==> config.mk <==
export PLATFORM = sky130hd
export DESIGN_NAME = matrix_anim_player
export DESIGN_NICKNAME = d
export VERILOG_FILES = /design/src/rtl/matrix_anim_player.sv
export SDC_FILE = /design/constraint.sdc
export NUM_CORES = 2
export LEC_CHECK = 0
export CAP_MARGIN = 20
export CORE_MARGIN = 1
export CORE_UTILIZATION = 55
export DETAILED_ROUTE_END_ITERATION = 16
export PLACE_DENSITY_LB_ADDON = 0.05
export SLEW_MARGIN = 25
export SYNTH_ARGS = -nofsm -noshare
export SYNTH_HDL_FRONTEND = slang
export SYNTH_SLANG_ARGS = --single-unit
==> constraint.sdc <==
create_clock -name clk -period 4.8 [get_ports clk]
set_input_delay 0.48 -clock clk [delete_from_list [all_inputs] [get_ports clk]]
set_output_delay 0.48 -clock clk [all_outputs]
set_load 0.02 [all_outputs]
==> src/rtl/matrix_anim_player.sv <==
// Dual-colour LED dot-matrix driver: frame store, row scanner and static/once/loop/blink sequencer.
// Latency: row/red/green are registered one cycle after scan_idx/cur_frame/state; writes are visible from the next cycle.
// Backpressure: none; writes and start/stop are accepted every cycle, and scanning never stalls.
module matrix_anim_player #(
   parameter int ROWS     = 8,
   parameter int COLS     = 8,
   parameter int FRAMES   = 16,
   parameter int TICK_W   = 21,
   parameter int SCAN_DIV = 1,
   localparam int FW = (FRAMES > 1) ? $clog2(FRAMES) : 1,
   localparam int RW = (ROWS > 1) ? $clog2(ROWS) : 1
) (
   input  logic              clk,
   input  logic              rst,
   input  logic              en,
   input  logic              wr_en,
   input  logic [FW-1:0]     wr_frame,
   input  logic [RW-1:0]     wr_row,
   input  logic [COLS-1:0]   wr_red,
   input  logic [COLS-1:0]   wr_green,
   input  logic              start,
   input  logic [1:0]        mode,
   input  logic [FW-1:0]     first_frame,
   input  logic [FW-1:0]     last_frame,
   input  logic [TICK_W-1:0] hold_ticks,
   input  logic              stop,
   output logic [ROWS-1:0]   row,
   output logic [COLS-1:0]   red,
   output logic [COLS-1:0]   green,
   output logic [FW-1:0]     cur_frame,
   output logic              busy,
   output logic              done
);

   localparam int DW = (SCAN_DIV > 1) ? $clog2(SCAN_DIV) : 1;

   localparam logic [2:0] S_IDLE      = 3'd0;
   localparam logic [2:0] S_PLAY      = 3'd1;
   localparam logic [2:0] S_HOLD      = 3'd2;
   localparam logic [2:0] S_BLINK_ON  = 3'd3;
   localparam logic [2:0] S_BLINK_OFF = 3'd4;

   localparam logic [1:0] M_STATIC = 2'd0;
   localparam logic [1:0] M_LOOP   = 2'd2;
   localparam logic [1:0] M_BLINK  = 2'd3;

   logic [COLS-1:0]   red_mem   [FRAMES][ROWS];
   logic [COLS-1:0]   green_mem [FRAMES][ROWS];

   logic [2:0]        state;
   logic [1:0]        mode_q;
   logic [FW-1:0]     first_q;
   logic [FW-1:0]     last_q;
   logic [FW-1:0]     cur_q;
   logic [TICK_W-1:0] hold_q;
   logic [TICK_W-1:0] hold_cnt;
   logic [RW-1:0]     scan_idx;
   logic [DW-1:0]     div_cnt;
   logic              done_q;
   logic [ROWS-1:0]   row_q;
   logic [COLS-1:0]   red_q;
   logic [COLS-1:0]   green_q;

   logic              hold_end;
   logic              seq_end;
   logic              show;

   // hold_q is never 0 (zero is latched as 1), so hold_q-1 cannot underflow;
   // the >= compare keeps the counter pinned at hold_q-1 once reached (saturation)
   assign hold_end = (hold_cnt >= (hold_q - TICK_W'(1)));
   // a reversed range collapses the sequence to first_frame alone
   assign seq_end  = (cur_q == last_q) || (last_q < first_q);
   assign show     = en && ((state == S_PLAY) || (state == S_HOLD) || (state == S_BLINK_ON));

   assign busy      = (state == S_PLAY) || (state == S_BLINK_ON) || (state == S_BLINK_OFF);
   assign done      = done_q;
   assign cur_frame = cur_q;
   assign row       = row_q;
   assign red       = red_q;
   assign green     = green_q;

   // Frame store write port; deliberately untouched by reset so loaded pictures survive it
   always_ff @(posedge clk) begin
      if (wr_en) begin
         red_mem[wr_frame][wr_row]   <= wr_red;
         green_mem[wr_frame][wr_row] <= wr_green;
      end
   end

   // Row scanner: advance scan_idx every SCAN_DIV cycles, independent of en and state
   always_ff @(posedge clk) begin
      if (rst) begin
         div_cnt  <= '0;
         scan_idx <= '0;
      end else if (div_cnt == DW'(SCAN_DIV - 1)) begin
         div_cnt  <= '0;
         scan_idx <= (scan_idx == RW'(ROWS - 1)) ? '0 : scan_idx + RW'(1);
      end else begin
         div_cnt  <= div_cnt + DW'(1);
      end
   end

   // Playback sequencer: stop beats start, start restarts from any state
   always_ff @(posedge clk) begin
      if (rst) begin
         state    <= S_IDLE;
         mode_q   <= M_STATIC;
         first_q  <= '0;
         last_q   <= '0;
         hold_q   <= TICK_W'(1);
         cur_q    <= '0;
         hold_cnt <= '0;
         done_q   <= 1'b0;
      end else begin
         done_q <= 1'b0;
         if (stop) begin
            state    <= S_IDLE;
            hold_cnt <= '0;
         end else if (start) begin
            mode_q   <= mode;
            first_q  <= first_frame;
            last_q   <= last_frame;
            hold_q   <= (hold_ticks == '0) ? TICK_W'(1) : hold_ticks;
            cur_q    <= first_frame;
            hold_cnt <= '0;
            state    <= (mode == M_BLINK) ? S_BLINK_ON : S_PLAY;
         end else begin
            case (state)
               S_PLAY: begin
                  if (!hold_end) begin
                     hold_cnt <= hold_cnt + TICK_W'(1);
                  end else if (mode_q != M_STATIC) begin
                     hold_cnt <= '0;
                     if (!seq_end) begin
                        cur_q <= cur_q + FW'(1);
                     end else if (mode_q == M_LOOP) begin
                        cur_q <= first_q;
                     end else begin
                        state  <= S_HOLD;
                        done_q <= 1'b1;
                     end
                  end
               end
               S_BLINK_ON, S_BLINK_OFF: begin
                  if (!hold_end) begin
                     hold_cnt <= hold_cnt + TICK_W'(1);
                  end else begin
                     hold_cnt <= '0;
                     state    <= (state == S_BLINK_ON) ? S_BLINK_OFF : S_BLINK_ON;
                  end
               end
               default: begin
               end
            endcase
         end
      end
   end

   // Output register: row select and colour data are loaded together so they always agree
   always_ff @(posedge clk) begin
      if (rst) begin
         row_q   <= '1;
         red_q   <= '0;
         green_q <= '0;
      end else begin
         row_q   <= ~(ROWS'(1) << scan_idx);
         red_q   <= show ? red_mem[cur_q][scan_idx]   : '0;
         green_q <= show ? green_mem[cur_q][scan_idx] : '0;
      end
   end

endmodule

Word level (Yosys, flattened, before mapping). Memories as Yosys holds them, arrays and structs flattened. A register that Yosys moved wholly into a read port is not among the register bits. Cells that the tools add are included. W data, S select, Z words.

Bits in registers: 88. RAM bits: 2048. Bits of input ports: 60. Logic and storage cells: 111. Memories: 2.

Add/sub/neg operators: 5. $lt $le $gt $ge: 5. Equality and inequality tests: 15. Shift operators: 1. Muxes and demuxes: 36. Bitwise logic cells: 10. Reductions and logical operators: 24.

Memories: green_mem (depth 16, bits a word 64, read ports 1, clocked after memory_dff 1, write ports 1, RTL line 48) `logic [COLS-1:0] green_mem [FRAMES][ROWS];`; red_mem (depth 16, bits a word 64, read ports 1, clocked after memory_dff 1, write ports 1, RTL line 47) `logic [COLS-1:0] red_mem [FRAMES][ROWS];`.

Operators by type and width (number): $mux W21 (4); $mux W64 (1); $bmux W8 S3 (2); $pmux W21 S2 (1); $mux W4 (10); $mux W8 (5); $demux W8 S3 (1); $mux W3 (8); $add A21 B1 Y21 const B (1); $ge A21 B21 Y1 (1); $logic_not A21 Y1 (1); $sub A21 B1 Y21 const B (1); $ne A3 B3 Y1 const B (4); $reduce_bool A2 Y1 (5); $ne A3 B2 Y1 const B (3); $ge A4 B4 Y1 const B (2); $not A3 Y4 (2); $not A8 Y8 (1); $reduce_or A2 Y1 (4); $shl A1 B3 Y8 const A (1); $not A1 Y1 (7); $reduce_or A7 Y1 (1); $eq A3 B2 Y1 const B (2); $eq A3 B3 Y1 const B (2); other kinds (18) (26).

Logic depth before layout (Yosys ltp).
Word-level depth: 9. Mapped depth: 16.

Worst setup path after synthesis. Ideal clock, no wire load.

Kind: reg2reg. From: register hold_q[2]. To: register hold_cnt[16]. Library setup time: 0.080 ns. Data arrival time: 3.544 ns. Required time: 4.720 ns. Setup slack: 1.176 ns. Cell stages (with the launch flop): 15. Period minus slack after synthesis: 3.624 ns. Path through: dfxtp_1 or3_1 or3b_2 nor4_2 nor2b_1 xnor2_1 ha_1 a21oi_1 o21ai_0 a21oi_1 o211a_4 nand2_1 clkbuf_1 or4_1 o211ai_1.

Longest elaborated chain between the ends: 4. Elaborated cells between the ends (all ways): 7.

Ends and longest elaborated chain: from (decl) (RTL line 55) `logic [TICK_W-1:0] hold_q;`; from (signal assigned) (RTL line 123) `hold_q <= (hold_ticks == '0) ? TICK_W'(1) : hold_ticks;`; $sub A21 B1 Y21 (*) (RTL line 70) `assign hold_end = (hold_cnt >= (hold_q - TICK_W'(1)));`; $ge A21 B21 Y1 (*) (RTL line 70); $mux W21, or another cell as far along (RTL line 145) `if (!hold_end) begin`; $pmux W21 S2 / $reduce_and A2 Y1 (equally long branches); to (signal assigned) (RTL line 131) `hold_cnt <= hold_cnt + TICK_W'(1);`; to (signal assigned) (RTL line 146) `hold_cnt <= hold_cnt + TICK_W'(1);`; to (decl) (RTL line 56) `logic [TICK_W-1:0] hold_cnt;`.

Mark *: on every way between the ends. The rest lies on a longest branch, timed or not. A chain may end at the register's enable or synchronous reset.

Worst setup path in the final report.
From: register hold_q[2]. To: register hold_cnt[14].

The elaborated chain is that of the path after synthesis.

==> flow_metrics.py <==
metrics = {
    "sta": {
        "fmax_ghz": 0.233,
        "hold_viol_final": 0,
        "worst_pin_slew_ns": 1.07,
        "rsz0062_at_grt": "no",
        "skew_ns": 0.0216,
        "period_needed_ns": 4.28,
        "max_slew_margin": 0.284,
        "setup_viol": 0,
        "tns_ns": 0,
        "slew_violations": 0,
        "period_share": 0.892,
    },
    "placement": {
        "gp_congestion": 0.848,
        "port_buffers": 89,
        "dp_hpwl_um": 125000,
    },
    "synthesis": {
        "syn_inst": 3962,
        "synth.area.top_cells": "edfxtp_1, mux4_2, dfxtp_1, mux2i_1, a21oi_1",
        "ys_seq_elements": 2140,
        "yosysTopAreaCellShare": 0.745,
        "yosysSeqAreaShare": 0.767,
        "yosysTopAreaCell": "edfxtp_1",
        "async_reset_ff_frac": 0,
        "synth.avg_cell_area_um2": 20.8,
        "synth_ff_type": "edfxtp_1",
        "ys_types": 64,
        "synth_edf_count": 2048,
        "yosysWarnings": 0,
        "synth.top_cells.by_count": "edfxtp_1, mux4_2, nor2_1",
        "netlist_area_um2": 82500,
        "synth.most_common_cell": "edfxtp_1",
        "synth.net_count": 4055,
    },
    "clock_tree": {
        "htree_levels": 4,
        "cts_sinks": 2140,
        "cts_buffer_depth": 3,
        "post_cts_buffers": 0,
        "clkLatencyLatePin_ns": 0.81,
        "cts-resized-gates": 0,
        "cts_hold_buf": 0,
        "clk_pin_slew_ns": 0.06,
        "cts_root_buf": "clkbuf_16",
        "cts_tree": "yes",
        "cts_buffers": 211,
    },
    "setup_path": {
        "slowest_stage": "a31oi_1",
        "worstSetupStartpointType": "register",
        "criticalPathCategory": "register to register",
        "endpoint_kind": "register",
        "critPathBufInv": 1,
        "cp_max_fo": 11,
        "r2r_setup_slack_ns": 0.52,
        "crit_required_ns": 5.45,
        "rr_endpoint": "hold_cnt[14]",
        "crit_arrival_ns": 4.94,
        "crit_family": "simple AND/OR/NAND/NOR gates",
        "slowest_delay_ns": 0.75,
        "crit_chain": "or3_1 > or3b_2 > nor4_2 > nor2b_1 > xnor2_1 > ha_1 > a21oi_1 > o21ai_0 > a21oi_1 > o211ai_1 > buf_4 > a31oi_1 > o21ai_0",
        "r2r_cells": 13,
        "reg2reg_from": "hold_q[2]",
    },
    "grt": {
        "antenna_found_initial": 9,
        "grt_pass1_vias": 40300,
        "globalRouteOverflowTotal": 0,
        "grt_max_degree": 129,
        "track_usage": 0.275,
        "grt_pass1_wl_um": 294000,
    },
    "run_status": {
        "status": "completed",
    },
    "floorplanning": {
        "chipWidth_um": 389,
        "row_count": 141,
        "core-area_um2": 148000,
        "die_area_um2": 152000,
        "top_level_ports": 90,
        "start_util": 0.556,
        "die_y_um": 389,
    },
    "routing": {
        "first_iter_violations": 4280,
        "vias": 41200,
        "firstDrtPassIters": 6,
        "routed_wirelength_um": 206000,
        "wl_per_cell_um": 31.8,
        "drc": 0,
        "via_per_inst": 6.36,
        "ant_nets": 0,
    },
    "power": {
        "p_leak_nw": 28.5,
        "p_per_area_nw_per_um2": 404,
        "total_power_mw": 37.7,
        "ir_drop_uv": 494,
    },
    "final_layout": {
        "fin_nets": 4399,
        "areaGrowthSynthToFinish_pct": 13.1,
        "drive_gt1_frac": 0.240,
        "fillers": 10200,
    },
    "job": {
        "cap_viol_max_count": 0,
    },
    "min_path": {
        "worstHoldStart": "wr_red[6]",
        "hold_class": "input pin to register",
        "min_path_cells": 1,
        "holdPathEnd": "red_mem[8][38]",
    },
}
-- registers in the layout, summed over array words and instances, names as in the netlist, 2 cells and up, named ones only --
name / count
green_mem: 1024
mode_q: 2
hold_cnt: 21
red: 8
hold_q: 21
row: 8
last_q: 4
scan_idx: 3
red_mem: 1024
state: 3
first_q: 4
green: 8
cur_frame: 4
-- cell families after synthesis --
| group | after synthesis | synth area share |
|---|---|---|
| buffers and inverters | 227 | 0.0132 |
| other | 1 | 0.0000454 |
| xor gates and xnor gates | 24 | 0.00255 |
| AOI/OAI and AO/OA | 405 | 0.0337 |
| muxes | 633 | 0.151 |
| adders and majority gates | 33 | 0.00500 |
| DFF | 2140 | 0.767 |
| and+or+nand+nor | 499 | 0.0273 |
-- layout make-up --
type	instances	area, um^2	area share
Timing Repair Buffer	342	3080	0.0329
Sequential cell	2140	63400	0.678
Clock inverter	89	517	0.00553
Inverter	16	60.1	0.000643
Tap cell	2002	2500	0.0268
Antenna cell	1	2.50	0.0000268
Clock buffer	288	5650	0.0605
Multi-Input combinational cell	1595	18200	0.195
-- where the power goes --
| part | switching [mW] | internal, mW |
|---|---|---|
| clock network | 6.67 | 8.38 |
| logic | 1.32 | 0.728 |
| registers | 0.0652 | 20.5 |
-- layer usage --
metal | vias to the layer above | share of wire | GRT usage
met1 | 21900 | 0.43 | 0.420
met4 | 10 | 0.023 | 0.0695
met2 | 1738 | 0.46 | 0.412
met5 | - | 0.00034 | 0
li1 | 17300 | - | -
met3 | 283 | 0.087 | 0.0538
-- stage by stage --
step / cell area (um^2) / setup slack [ns] / hold slack (ns) / util / std cells
2_1_floorplan: 82500 / 1.18 / 0.448 / - / 3962
3_3_place_gp: 87100 / 0.636 / 0.464 / 0.587 / 6092
3_5_place_dp: 87200 / 0.581 / 0.466 / 0.587 / 6093
4_1_cts: 93300 / 0.515 / 0.0523 / 0.629 / 6470
5_1_grt: 93400 / 0.137 / 0.0724 / 0.629 / 6472
6_report: 93400 / 0.516 / 0.0964 / 0.629 / 6473
-- how the worst max path moves through the flow --
stage          startpoint            to  slack, ns  cells past startpoint
2_1_floorplan   hold_q[2]  hold_cnt[16]       1.18                     14
3_3_place_gp    hold_q[2]  hold_cnt[19]       0.64                     13
3_5_place_dp    hold_q[2]   hold_cnt[7]       0.58                     13
4_1_cts         hold_q[2]   hold_cnt[7]       0.52                     13
5_1_grt         hold_q[2]  hold_cnt[10]       0.14                     13
6_report        hold_q[2]  hold_cnt[14]       0.52                     13
-- cell usage in the layout (no fill, tap or decap), types with 60 or more instances in the layout --
master,n
clkdlybuf4s50_1,72
o221ai_1,74
mux2i_1,143
nand3_1,60
dfxtp_1,88
a22oi_1,90
edfxtp_1,2048
buf_4,241
mux4_2,489
clkbuf_1,71
nand2_1,152
clkbuf_16,213
a21oi_1,136
nor2_1,151
No activity file was read; power rests on OpenSTA's default activity.
